==> src/rtl/ball_pkg.sv <==
// Shared state encoding and default geometry for the ball axis controllers.
// Latency: none (types and constants only).
// Backpressure: not applicable.
package ball_pkg;

    typedef enum logic [1:0] {
        IDLE     = 2'd0,
        MOVE_POS = 2'd1,
        MOVE_NEG = 2'd2
    } ball_state_t;

    localparam int BALL_POS_MAX   = 1023;
    localparam int BALL_RADIUS    = 10;
    localparam int BALL_START_POS = 300;
    localparam int BALL_TICK_DIV  = 800_000;

endpackage

==> src/rtl/ball_tick_gen.sv <==
// Reloadable down-counter that strobes once every TICK_DIV running cycles.
// Latency: tick is combinational from the count; first tick TICK_DIV run cycles after clear.
// Backpressure: run=0 freezes the count; clear forces a full reload and suppresses tick.
module ball_tick_gen
    import ball_pkg::*;
#(
    parameter int TICK_DIV = BALL_TICK_DIV
) (
    input  logic pclk,
    input  logic reset,
    input  logic run,
    input  logic clear,
    output logic tick
);

    localparam int CNT_W = $clog2(TICK_DIV);
    localparam logic [CNT_W-1:0] RELOAD = CNT_W'(TICK_DIV - 1);

    logic [CNT_W-1:0] cnt;

    assign tick = run && !clear && (cnt == '0);

    // Count down while running; reload on clear or on expiry.
    always_ff @(posedge pclk or negedge reset) begin
        if (!reset) begin
            cnt <= RELOAD;
        end else if (clear || tick) begin
            cnt <= RELOAD;
        end else if (run) begin
            cnt <= cnt - CNT_W'(1);
        end
    end

endmodule

==> src/rtl/ball_axis_ctrl.sv <==
// One-axis ball motion controller: serve, move per tick, reflect off walls and objects.
// Latency: pos/dir/pulses register on the tick cycle, TICK_DIV enabled cycles after launch.
// Backpressure: enable=0 pauses motion and counter; collisions keep latching while paused.
module ball_axis_ctrl
    import ball_pkg::*;
#(
    parameter int POS_W     = 12,
    parameter int POS_MIN   = 0,
    parameter int POS_MAX   = BALL_POS_MAX,
    parameter int RADIUS    = BALL_RADIUS,
    parameter int START_POS = BALL_START_POS,
    parameter int TICK_DIV  = BALL_TICK_DIV,
    parameter int SPEED_W   = 3
) (
    input  logic               pclk,
    input  logic               reset,
    input  logic               enable,
    input  logic               launch,
    input  logic               launch_dir,
    input  logic               serve,
    input  logic [SPEED_W-1:0] speed,
    input  logic [15:0]        collision_det,
    output logic [POS_W-1:0]   pos,
    output logic               dir,
    output logic               tick,
    output logic               wall_hit,
    output logic               bounce
);

    // One extra bit so pos+speed cannot wrap and pos-speed can go negative.
    localparam int EW = POS_W + 1;
    typedef logic signed [EW-1:0] ext_t;

    localparam ext_t HI = ext_t'(POS_MAX - RADIUS);
    localparam ext_t LO = ext_t'(POS_MIN + RADIUS);
    localparam logic [POS_W-1:0] HI_POS    = POS_W'(POS_MAX - RADIUS);
    localparam logic [POS_W-1:0] LO_POS    = POS_W'(POS_MIN + RADIUS);
    localparam logic [POS_W-1:0] START_VAL = POS_W'(START_POS);

    ball_state_t      state, state_nxt;
    logic [POS_W-1:0] pos_nxt;
    logic             dir_nxt, flag, flag_nxt, wall_nxt, bounce_nxt;
    logic             moving, hit, tick_evt;
    ext_t             pos_ext, spd_ext, c_up, c_dn;

    assign moving  = (state == MOVE_POS) || (state == MOVE_NEG);
    assign hit     = flag || (collision_det != '0);
    assign pos_ext = ext_t'({1'b0, pos});
    assign spd_ext = ext_t'({1'b0, speed});
    assign c_up    = pos_ext + spd_ext;
    assign c_dn    = pos_ext - spd_ext;

    ball_tick_gen #(
        .TICK_DIV (TICK_DIV)
    ) u_tick_gen (
        .pclk  (pclk),
        .reset (reset),
        .run   (enable && moving),
        .clear (serve || !moving),
        .tick  (tick_evt)
    );

    // Next state, position and pulses; walls win over latched collisions.
    always_comb begin
        state_nxt  = state;
        pos_nxt    = pos;
        dir_nxt    = dir;
        flag_nxt   = flag;
        wall_nxt   = 1'b0;
        bounce_nxt = 1'b0;
        if (serve) begin
            state_nxt = IDLE;
            pos_nxt   = START_VAL;
            flag_nxt  = 1'b0;
        end else begin
            case (state)
                IDLE: begin
                    if (launch) begin
                        state_nxt = launch_dir ? MOVE_POS : MOVE_NEG;
                        dir_nxt   = launch_dir;
                    end
                end
                MOVE_POS, MOVE_NEG: begin
                    flag_nxt = hit;
                    // A zero-speed tick is a no-op and keeps the collision flag.
                    if (tick_evt && (speed != '0)) begin
                        flag_nxt = 1'b0;
                        if (state == MOVE_POS) begin
                            if (c_up >= HI) begin
                                pos_nxt   = HI_POS;
                                state_nxt = MOVE_NEG;
                                dir_nxt   = 1'b0;
                                wall_nxt  = 1'b1;
                            end else if (hit) begin
                                pos_nxt    = (c_dn <= LO) ? LO_POS : c_dn[POS_W-1:0];
                                state_nxt  = MOVE_NEG;
                                dir_nxt    = 1'b0;
                                bounce_nxt = 1'b1;
                            end else begin
                                pos_nxt = c_up[POS_W-1:0];
                            end
                        end else begin
                            if (c_dn <= LO) begin
                                pos_nxt   = LO_POS;
                                state_nxt = MOVE_POS;
                                dir_nxt   = 1'b1;
                                wall_nxt  = 1'b1;
                            end else if (hit) begin
                                pos_nxt    = (c_up >= HI) ? HI_POS : c_up[POS_W-1:0];
                                state_nxt  = MOVE_POS;
                                dir_nxt    = 1'b1;
                                bounce_nxt = 1'b1;
                            end else begin
                                pos_nxt = c_dn[POS_W-1:0];
                            end
                        end
                    end
                end
                default: begin
                    state_nxt = IDLE;
                end
            endcase
        end
    end

    // State, position, direction, collision flag and one-cycle strobes.
    always_ff @(posedge pclk or negedge reset) begin
        if (!reset) begin
            state    <= IDLE;
            pos      <= START_VAL;
            dir      <= 1'b1;
            flag     <= 1'b0;
            tick     <= 1'b0;
            wall_hit <= 1'b0;
            bounce   <= 1'b0;
        end else begin
            state    <= state_nxt;
            pos      <= pos_nxt;
            dir      <= dir_nxt;
            flag     <= flag_nxt;
            tick     <= tick_evt;
            wall_hit <= wall_nxt;
            bounce   <= bounce_nxt;
        end
    end

endmodule

==> config.mk <==
export PLATFORM = sky130hd
export DESIGN_NAME = ball_axis_ctrl
export DESIGN_NICKNAME = d
export VERILOG_FILES = /design/src/rtl/ball_pkg.sv /design/src/rtl/ball_tick_gen.sv /design/src/rtl/ball_axis_ctrl.sv
export SDC_FILE = /design/constraint.sdc
export NUM_CORES = 1
export LEC_CHECK = 0
export ABC_AREA = 1
export CORE_ASPECT_RATIO = 1.4
export CORE_MARGIN = 1
export CORE_UTILIZATION = 62
export CTS_CLUSTER_DIAMETER = 100
export DETAILED_ROUTE_END_ITERATION = 7
export GPL_TIMING_DRIVEN = 1
export PLACE_DENSITY = 0.87
export SETUP_SLACK_MARGIN = 0.5
export SLEW_MARGIN = 20
export SYNTH_ARGS = -nofsm -noshare
export SYNTH_HDL_FRONTEND = slang
export SYNTH_SLANG_ARGS = --single-unit
==> constraint.sdc <==
create_clock -name pclk -period 4.55 [get_ports pclk]
set_input_delay 0.455 -clock pclk [delete_from_list [all_inputs] [get_ports pclk]]
set_output_delay 0.455 -clock pclk [all_outputs]
set_load 0.005 [all_outputs]
==> impl_metrics.ini, run 1 <==
[outcome]
status = completed

[worst_setup_path]
r2r_slack_ns = 1.37
cp-end-kind = flop
reg2regPathDepth = 15
start_kind = primary input
crit_type = in2reg
required_ns = 4.74
crit_path_end = pos[6]$_DFFE_PN0P_
arrival_ns = 3.39
startpoint = speed[0]
r2r-start = state[0]$_DFFE_PN0P_
worstPathMaxFanout = 6
crit-reg2reg-capture = u_tick_gen.cnt[14]$_DFFE_PN0P_

[sta]
fin_ws_ns = 1.35
finalCritPeriodShare = 0.704
hold_violations = 0
worst_pin_slew_ns = 0.892
period_needed_ns = 3.20
rsz0062_at_grt = no
max_freq_mhz = 312
finalSetupTns_ns = 0
max_slew_margin = 0.405
finalSetupViolCount = 0
slew_violations = 0
skew_ns = 0.00805

[yosys]
synthTopCellsByCount = nand2_1, inv_1, nor2_1
synth-edff-count = 0
yosysTopAreaCellShare = 0.183
ys_async_sr_fraction = 1.00
syn_area_um2 = 3590
synth.distinct_cells = 40
ys.flop_type = dfrtp_1
yosysWarningCount = 0
avgSynthCellArea_um2 = 6.22
yosysSeqAreaShare = 0.278
ys_seq_elements = 39
netlist_instances = 577
yosys-top-cells-area = nand2_1, dfrtp_1, dfstp_2, nand3_1, inv_1
synth.most_common_cell = nand2_1
syn_nets = 614
yosys.area.top_type = nand2_1

[grt]
grt_pass1_vias = 3718
antenna_found_initial = 0
grt_pass1_wl_mm = 16.6
grt_usage = 0.353
overflow = 0
grt_max_degree = 40

[cells_and_area]
nets = 645
drive_gt1_frac = 0.117
multi_input_area_um2 = 2170
regArea_um2 = 998
antennaDiodeCount = 0
area_growth_pct = 13.9
final_core_util = 0.740
fill_cells = 479

[detailed_routing]
drt-met1-wl_mm = 3.89
drt-total-wl_mm = 10.0
drc = 0
route.met3.wl_um = 472
dr.first_iter.drc_count = 274
viasPerCell = 5.65
drt_first_pass_iters = 6
wl_per_cell_um = 14.8
met2_wirelength_mm = 5.11
top_layer = met4
vias = 3824
ant_nets = 0

[power]
power_density_nw_per_um2 = 258
totalPowerFinal_mw = 1.06
leakage_nw = 1.93
peakVddDrop_mv = 0.162

[die]
num_io_pins = 41
die_h_um = 92.0
num_rows = 32
fp.dieArea_um2 = 6100
die_w_um = 66.3
start_util = 0.650
core-area_um2 = 5530

[placement]
dp_slack_ns = 1.13
gp_congestion = 1.05
port_buffers = 40
hpwl_mm = 7.75

[clocking]
clock_latency_ns = 0.30
cts_buffers = 5
ctsHoldBuffers = 0
cts-resized-gates = 0
clk_path_buf_depth = 2
cts_max_level = 2
cts_tree = built
cts_root_buffer = clkbuf_8
post-cts-setup-buffer-count = 0
clk_pin_slew_ns = 0.08
clock-sinks = 39

[min_path]
min_path_type = in2async

[job]
cap_viol_max_count = 0
==> routing by layer <==
metal,up-vias,GRT usage
li1,1884,-
met1,1764,0.394
met2,139,0.628
met3,37,0.0361
met4,0,0.200
met5,-,0
==> cells by family after synthesis <==
family | count (synthesis) | share of synthesized area
flops | 39 | 0.278
xor+xnor | 5 | 0.0143
buf+inv | 99 | 0.117
simple gates | 361 | 0.450
fa+ha+maj | 12 | 0.0460
compound gates | 61 | 0.0945
==> layout make-up <==
class                   count  area share
clock inverters             2     0.00857
well taps                  68      0.0208
clock buffers               6      0.0202
multi-input cells         439       0.531
inverters                  81      0.0749
repair buffers             42       0.100
flip-flops and latches     39       0.244
==> state kept, by name, summed over array words and instances, names as in the netlist <==
register and flops:
u_tick_gen.cnt 20, wall_hit 1, dir 1, pos 12
bounce 1, tick 1, state 2, flag 1
==> layout by cell type, fill, tap and decap left out, types with 2 or more instances in the layout <==
| master | netlist | final |
|---|---|---|
| a21oi_1 | 24 | 24 |
| a21oi_2 | 2 | 2 |
| buf_4 | 3 | 2 |
| clkbuf_8 | 0 | 6 |
| clkdlybuf4s50_1 | 0 | 39 |
| clkinv_1 | 2 | 2 |
| dfrtp_1 | 21 | 21 |
| dfstp_2 | 18 | 18 |
| fa_1 | 2 | 2 |
| ha_1 | 10 | 10 |
| inv_1 | 72 | 72 |
| inv_2 | 6 | 6 |
| nand2_1 | 175 | 175 |
| nand2_2 | 9 | 9 |
| nand3_1 | 60 | 60 |
| nand3_2 | 4 | 4 |
| nand4_1 | 11 | 11 |
| nor2_1 | 70 | 70 |
| nor2_2 | 7 | 7 |
| nor2_4 | 4 | 4 |
| nor3_1 | 10 | 10 |
| o211ai_1 | 3 | 3 |
| o21ai_0 | 26 | 26 |
| o21ai_1 | 3 | 3 |
| or2_2 | 4 | 4 |
| xor2_1 | 4 | 4 |
==> per-stage QoR <==
stage	area (um^2)	cells	hold WS, ns
finish	4090	677	0.272
global route	4090	677	0.348
CTS	4090	677	0.298
detailed placement	3970	669	0.474
global placement	3970	669	0.455
floorplan	3590	577	0.159
==> worst min-delay path by stage <==
| stage | slack [ns] | from | endpoint |
|---|---|---|---|
| 6_report | 0.27 | reset | u_tick_gen.cnt[14]$_DFFE_PN0P_ |
| 5_1_grt | 0.35 | reset | u_tick_gen.cnt[14]$_DFFE_PN0P_ |
| 4_1_cts | 0.30 | reset | u_tick_gen.cnt[14]$_DFFE_PN0P_ |
| 3_5_place_dp | 0.47 | dir$_DFFE_PN1P_ | dir$_DFFE_PN1P_ |
| 3_3_place_gp | 0.46 | dir$_DFFE_PN1P_ | dir$_DFFE_PN1P_ |
| 2_1_floorplan | 0.16 | reset | bounce$_DFF_PN0_ |
==> power by group <==
part | leakage [nW] | internal [mW] | switching [mW]
sequential | 0.480 | 0.375 | 0.0157
clock | 0.0612 | 0.178 | 0.128
combinational | 1.39 | 0.120 | 0.240
==> critical path: stages <==
cell and delay [ns]:
clkdlybuf4s50_1 0.51, ha_1 0.16, inv_1 0.08, fa_1 0.43
nand2_1 0.16, nand3_1 0.16, nor2_1 0.20, nand3_1 0.16
nand2_1 0.13, nand2_1 0.06, nor2_1 0.13, nand2_2 0.13
nand2_2 0.12, inv_2 0.09, nand2_1 0.09, nand2_1 0.06
nand2_1 0.06, nand2_1 0.06, nand2_1 0.09, nand2_1 0.05
(Power assumes the default switching activity.)
==> inputs of run 2 (changes only) <==
--- a/config.mk
+++ b/config.mk
@@ -8,11 +8,11 @@
 export ABC_AREA = 1
 export CORE_ASPECT_RATIO = 1.4
 export CORE_MARGIN = 1
-export CORE_UTILIZATION = 62
+export CORE_UTILIZATION = 57
 export CTS_CLUSTER_DIAMETER = 100
 export DETAILED_ROUTE_END_ITERATION = 7
 export GPL_TIMING_DRIVEN = 1
-export PLACE_DENSITY = 0.87
+export PLACE_DENSITY = 0.81
 export SETUP_SLACK_MARGIN = 0.5
 export SLEW_MARGIN = 20
 export SYNTH_ARGS = -nofsm -noshare
==> constraint.sdc (replaced) <==
create_clock -name pclk -period 3.25 [get_ports pclk]
set_input_delay 0.325 -clock pclk [delete_from_list [all_inputs] [get_ports pclk]]
set_output_delay 0.325 -clock pclk [all_outputs]
set_load 0.005 [all_outputs]
==> run 2 against run 1 <==
Compared with the run above: sequential share of layout area down 1.5 points; die area up 8.5%; highest routed layer unchanged; clock skew up 0.0012 ns; register-to-register slack worse by 0.82 ns; critical endpoint is now pos[0]$_DFFE_PN0P_; routed wire length up 0.78%; setup slack worse by 0.80 ns; critical path depth down 3; non-clock buffer count up 12; hold slack worse by 0.12 ns; clock-buffer cell count unchanged; combinational power up 53%.
==> impl_metrics.ini, run 2 (synthesized netlist as in run 1, its figures left out) <==
[placement]
hpwl_mm = 7.62
port_buffers = 40
gp_congestion = 0.942
dp_slack_ns = 0.0802
dp.cells = 677
place_area_um2 = 4020

[sta]
rsz0062_at_grt = yes
worst_pin_slew_ns = 0.895
finalSetupViolCount = 0
holdWs_ns = 0.150
max_freq_mhz = 371
slew_violations = 0
skew_ns = 0.00929
finalCritPeriodShare = 0.830
max_slew_margin = 0.403
finalSetupTns_ns = 0
fin_ws_ns = 0.552
hold_violations = 0
period_needed_ns = 2.70

[detailed_routing]
drt-total-wl_mm = 10.1
viasPerCell = 5.52
ant_nets = 0
wl_per_cell_um = 14.6
drc = 0
vias = 3823
dr.first_iter.drc_count = 194
drt_first_pass_iters = 4

[worst_setup_path]
crit_path_frequent_cell = nand2_1
r2r-start = pos[0]$_DFFE_PN0P_
worstPathMaxFanout = 6
reg2regPathDepth = 17
slowest_stage = fa_2
required_ns = 3.43
arrival_ns = 2.88
cp_top_family = simple AND/OR/NAND/NOR gates
crit_type = reg2reg
cpPeakStageDelay_ns = 0.43
crit_chain = inv_1 -> ha_2 -> inv_2 -> fa_2 -> nand2_4 -> nand2_2 -> nor2_4 -> xor2_2 -> nand2_1 -> nor2_2 -> nand2_4 -> nand2_4 -> nand2_1 -> nand3_2 -> o21ai_0 -> nand2_1 -> nand2_1
cp_num_cells = 17
critical_path_buf_inv_count = 2
start_kind = flop
crit-reg2reg-capture = pos[0]$_DFFE_PN0P_
cp-end-kind = flop
r2r_slack_ns = 0.55

[die]
die_h_um = 95.9
num_rows = 33
num_io_pins = 41
core-area_um2 = 5950
die_w_um = 69.1
fp.dieArea_um2 = 6620
start_util = 0.604

[clocking]
cts_buffers = 5
cts_tree = built
ctsHoldBuffers = 0
clock_latency_ns = 0.29
cts_root_buffer = clkbuf_8
clk_pin_slew_ns = 0.09
clk_path_buf_depth = 2
clock-sinks = 39
cts_max_level = 2

[outcome]
status = completed

[job]
cap_viol_max_count = 0

[power]
power_density_nw_per_um2 = 351
leakage_nw = 2.04
peakVddDrop_mv = 0.284

[cells_and_area]
fill_cells = 506
stdcell_area_um2 = 4360
multi_input_area_um2 = 2350
antennaDiodeCount = 0
reg_top3 = u_tick_gen.cnt: 20 flops, pos: 12 flops, state: 2 flops
area_growth_pct = 21.6
largest_reg_flops = 20
layoutNonFillerInstCount = 692
regArea_um2 = 1000
top_register = u_tick_gen.cnt
drive_gt1_frac = 0.174
layout_common_cells = nand2_1, inv_1, nor2_1
mostFrequentLayoutCell = nand2_1
nets = 658

[grt]
grt_usage = 0.303
grt_pass1_wl_mm = 16.2
antenna_found_initial = 0
grt_pass1_vias = 3597
grt_max_degree = 40
overflow = 0

[min_path]
min_path_type = in2async
[run 2: final cells by class]
class	instances	share of cell area
Multi-Input combinational cell	440	0.538
Sequential cell	39	0.229
Timing Repair Buffer	54	0.116
Inverter	81	0.0702
Tap cell	70	0.0201
Clock buffer	6	0.0189
Clock inverter	2	0.00803
[run 2: report_power, final]
group | leakage [nW] | total, mW | switching [mW] | internal, mW
Clock | 0.0612 | 0.432 | 0.183 | 0.249
Combinational | 1.50 | 0.552 | 0.342 | 0.210
Sequential | 0.479 | 0.547 | 0.0212 | 0.526
[run 2: per-layer routing]
metal | wire [um] | up-vias | part of all wire | track usage
met2 | 5090 | 136 | 0.51 | 0.559
met1 | 4070 | 1740 | 0.40 | 0.350
met5 | 0 | - | 0 | 0
li1 | - | 1911 | - | -
met4 | 427 | 0 | 0.042 | 0.143
met3 | 488 | 36 | 0.048 | 0.0346
[run 2: through the flow]
stage | util | total power, mW
3_3_place_gp | 0.676 | 1.03
4_1_cts | 0.701 | 1.50
2_1_floorplan | - | 0.910
3_5_place_dp | 0.676 | 1.05
5_1_grt | 0.734 | 1.62
6_report | 0.734 | 1.53
[run 2: worst max path at each step]
stage | start | to
2_1_floorplan | pos[0]$_DFFE_PN0P_ | pos[6]$_DFFE_PN0P_
3_3_place_gp | speed[0] | pos[8]$_DFFE_PN1P_
3_5_place_dp | speed[0] | pos[8]$_DFFE_PN1P_
4_1_cts | speed[0] | pos[4]$_DFFE_PN0P_
5_1_grt | pos[0]$_DFFE_PN0P_ | pos[0]$_DFFE_PN0P_
6_report | pos[0]$_DFFE_PN0P_ | pos[0]$_DFFE_PN0P_
[run 2: timing repair]
item                                    CTS  global route
gates resized for setup                   9            32
endpoints found under the setup margin   22            26
gates cloned                              0             1
buffers inserted                          0             6
pin swaps                                 0            12
[run 2: worst reg2reg max path, cell delays in order, from the launching register on]
cell,delay [ns]
dfrtp_1,0.42
inv_1,0.08
ha_2,0.17
inv_2,0.06
fa_2,0.43
nand2_4,0.11
nand2_2,0.09
nor2_4,0.13
xor2_2,0.18
nand2_1,0.09
nor2_2,0.16
nand2_4,0.12
nand2_4,0.11
nand2_1,0.11
nand3_2,0.09
o21ai_0,0.07
nand2_1,0.12
nand2_1,0.06
==> inputs of run 3 (changes only) <==
==> constraint.sdc (replaced) <==
create_clock -name pclk -period 2.8 [get_ports pclk]
set_input_delay 0.28 -clock pclk [delete_from_list [all_inputs] [get_ports pclk]]
set_output_delay 0.28 -clock pclk [all_outputs]
set_load 0.005 [all_outputs]
==> run 3 against run 2 <==
Compared with the run above: combinational power up 35%; non-clock buffer count grew 41; routed wire length increased by 12%; sequential share of layout area down 1.9 points; register-to-register slack worse by 0.36 ns; critical endpoint unchanged.
==> impl_metrics.ini, run 3 (synthesized netlist as in run 1, its figures left out) <==
[cells_and_area]
nets = 701
final_core_util = 0.805
reg_top3 = u_tick_gen.cnt: 20 flops, pos: 12 flops, state: 2 flops
fill_cells = 426
mostFrequentLayoutCell = nand2_1
area_growth_pct = 33.3
top_register = u_tick_gen.cnt
largest_reg_flops = 20
layout_common_cells = nand2_1, inv_1, nor2_1
drive_gt1_frac = 0.266
antennaDiodeCount = 0

[placement]
dp_slack_ns = -0.227
gp_congestion = 0.937
hpwl_mm = 7.84
port_buffers = 40

[grt]
grt_usage = 0.316
grt_max_degree = 40
antenna_found_initial = 0
grt_pass1_wl_mm = 16.7
grt_pass1_vias = 3656
overflow = 0

[die]
die_w_um = 69.1
start_util = 0.604
num_rows = 33
core-area_um2 = 5950
die_h_um = 95.9
num_io_pins = 41
fp.dieArea_um2 = 6620

[power]
power_density_nw_per_um2 = 366
power.switching_mw = 0.669
peakVddDrop_mv = 0.255
clkPwrFrac = 0.217
pwr-share-seq = 0.359
swShare = 0.382
leakage_nw = 2.26
cell_internal_pwr_mw = 1.08
combPwrFrac = 0.424

[worst_setup_path]
critical_path_buf_inv_count = 2
r2r-start = pos[0]$_DFFE_PN0P_
cpPeakStageDelay_ns = 0.42
worstPathMaxFanout = 6
crit_chain = inv_1 -> ha_2 -> inv_2 -> fa_2 -> nand2_4 -> nand2_4 -> nor2_4 -> xor2_2 -> nand2_1 -> nor2_2 -> nand2_4 -> nand2_4 -> nand2_1 -> nand3_1 -> o21ai_0 -> nand2_1 -> nand2_1
cp-end-kind = flop
slowest_stage = dfrtp_1
cp_top_family = simple AND/OR/NAND/NOR gates
crit_type = reg2reg
startpoint = pos[0]$_DFFE_PN0P_
start_kind = flop
arrival_ns = 2.80
required_ns = 2.99

[clocking]
clock_latency_ns = 0.30
clk_pin_slew_ns = 0.08
clk_path_buf_depth = 2
cts_buffers = 5
cts_root_buffer = clkbuf_8
clock-sinks = 39
cts_tree = built
cts_max_level = 2

[sta]
max_freq_mhz = 384
finalSetupViolCount = 0
hold_violations = 0
holdWs_ns = 0.104
rsz0062_at_grt = yes
max_slew_margin = 0.393
period_needed_ns = 2.60
slew_violations = 0
finalCritPeriodShare = 0.930
skew_ns = 0.0102
worst_pin_slew_ns = 0.911
fin_ws_ns = 0.197

[detailed_routing]
vias = 4166
drt-total-wl_mm = 11.3
drt_first_pass_iters = 6
dr.first_iter.drc_count = 166
drc = 0
viasPerCell = 5.67
ant_nets = 0
wl_per_cell_um = 15.4

[job]
cap_viol_max_count = 0

[outcome]
status = completed

[min_path]
min_path_type = in2async
run 3: layout make-up:
type	instances	area, um^2	share of cell area
Tap cell	70	87.6	0.0183
Inverter	81	309	0.0646
Timing Repair Buffer	95	812	0.170
Clock buffer	7	76.3	0.0159
Clock inverter	1	5.00	0.00105
Sequential cell	39	1000	0.210
Multi-Input combinational cell	442	2490	0.521
run 3: final timing paths:
kind                            depth (start not counted)                        endpoint  slack, ns
min in group pclk                                       2                 dir$_DFFE_PN1P_       0.47
worst min-delay path                                    1  u_tick_gen.cnt[14]$_DFFE_PN0P_       0.10
worst max register to register                         17              pos[0]$_DFFE_PN0P_       0.20
max in group asynchronous                               1              pos[1]$_DFFE_PN0P_       2.08
worst min register to register                          2                 dir$_DFFE_PN1P_       0.47
worst max-delay path                                   17              pos[0]$_DFFE_PN0P_       0.20
run 3: stage by stage:
| stage | area [um^2] | setup TNS, ns | instances | power, mW |
|---|---|---|---|---|
| 5_1_grt | 4790 | 0 | 735 | 1.84 |
| 2_1_floorplan | 3600 | 0 | 577 | 1.06 |
| 3_3_place_gp | 4280 | -1.67 | 711 | 1.27 |
| 3_5_place_dp | 4280 | -2.26 | 711 | 1.30 |
| 6_report | 4790 | 0 | 735 | 1.75 |
| 4_1_cts | 4490 | 0 | 726 | 1.70 |
run 3: per-layer routing:
metal / share of wire / vias to the layer above / GRT usage
li1: - / 1999 / -
met1: 0.37 / 1928 / 0.365
met2: 0.52 / 184 / 0.591
met3: 0.068 / 55 / 0.0325
met4: 0.046 / 0 / 0.139
met5: 0 / - / 0
run 3: repair_timing:
item / CTS / global route
setup buffers: 7 / 6
pin swaps: 19 / 22
hold buffers: 0 / 0
gates resized for setup: 20 / 59
cloned: 0 / 3
endpoints found under the setup margin: 24 / 29
run 3: power by group through the flow:
stage          registers, mW  logic (mW)  clock network (mW)
3_3_place_gp           0.644       0.629                   0
2_1_floorplan          0.639       0.418                   0
4_1_cts                0.626       0.690               0.385
6_report               0.628       0.743               0.380
5_1_grt                0.631       0.815               0.398
3_5_place_dp           0.646       0.650                   0
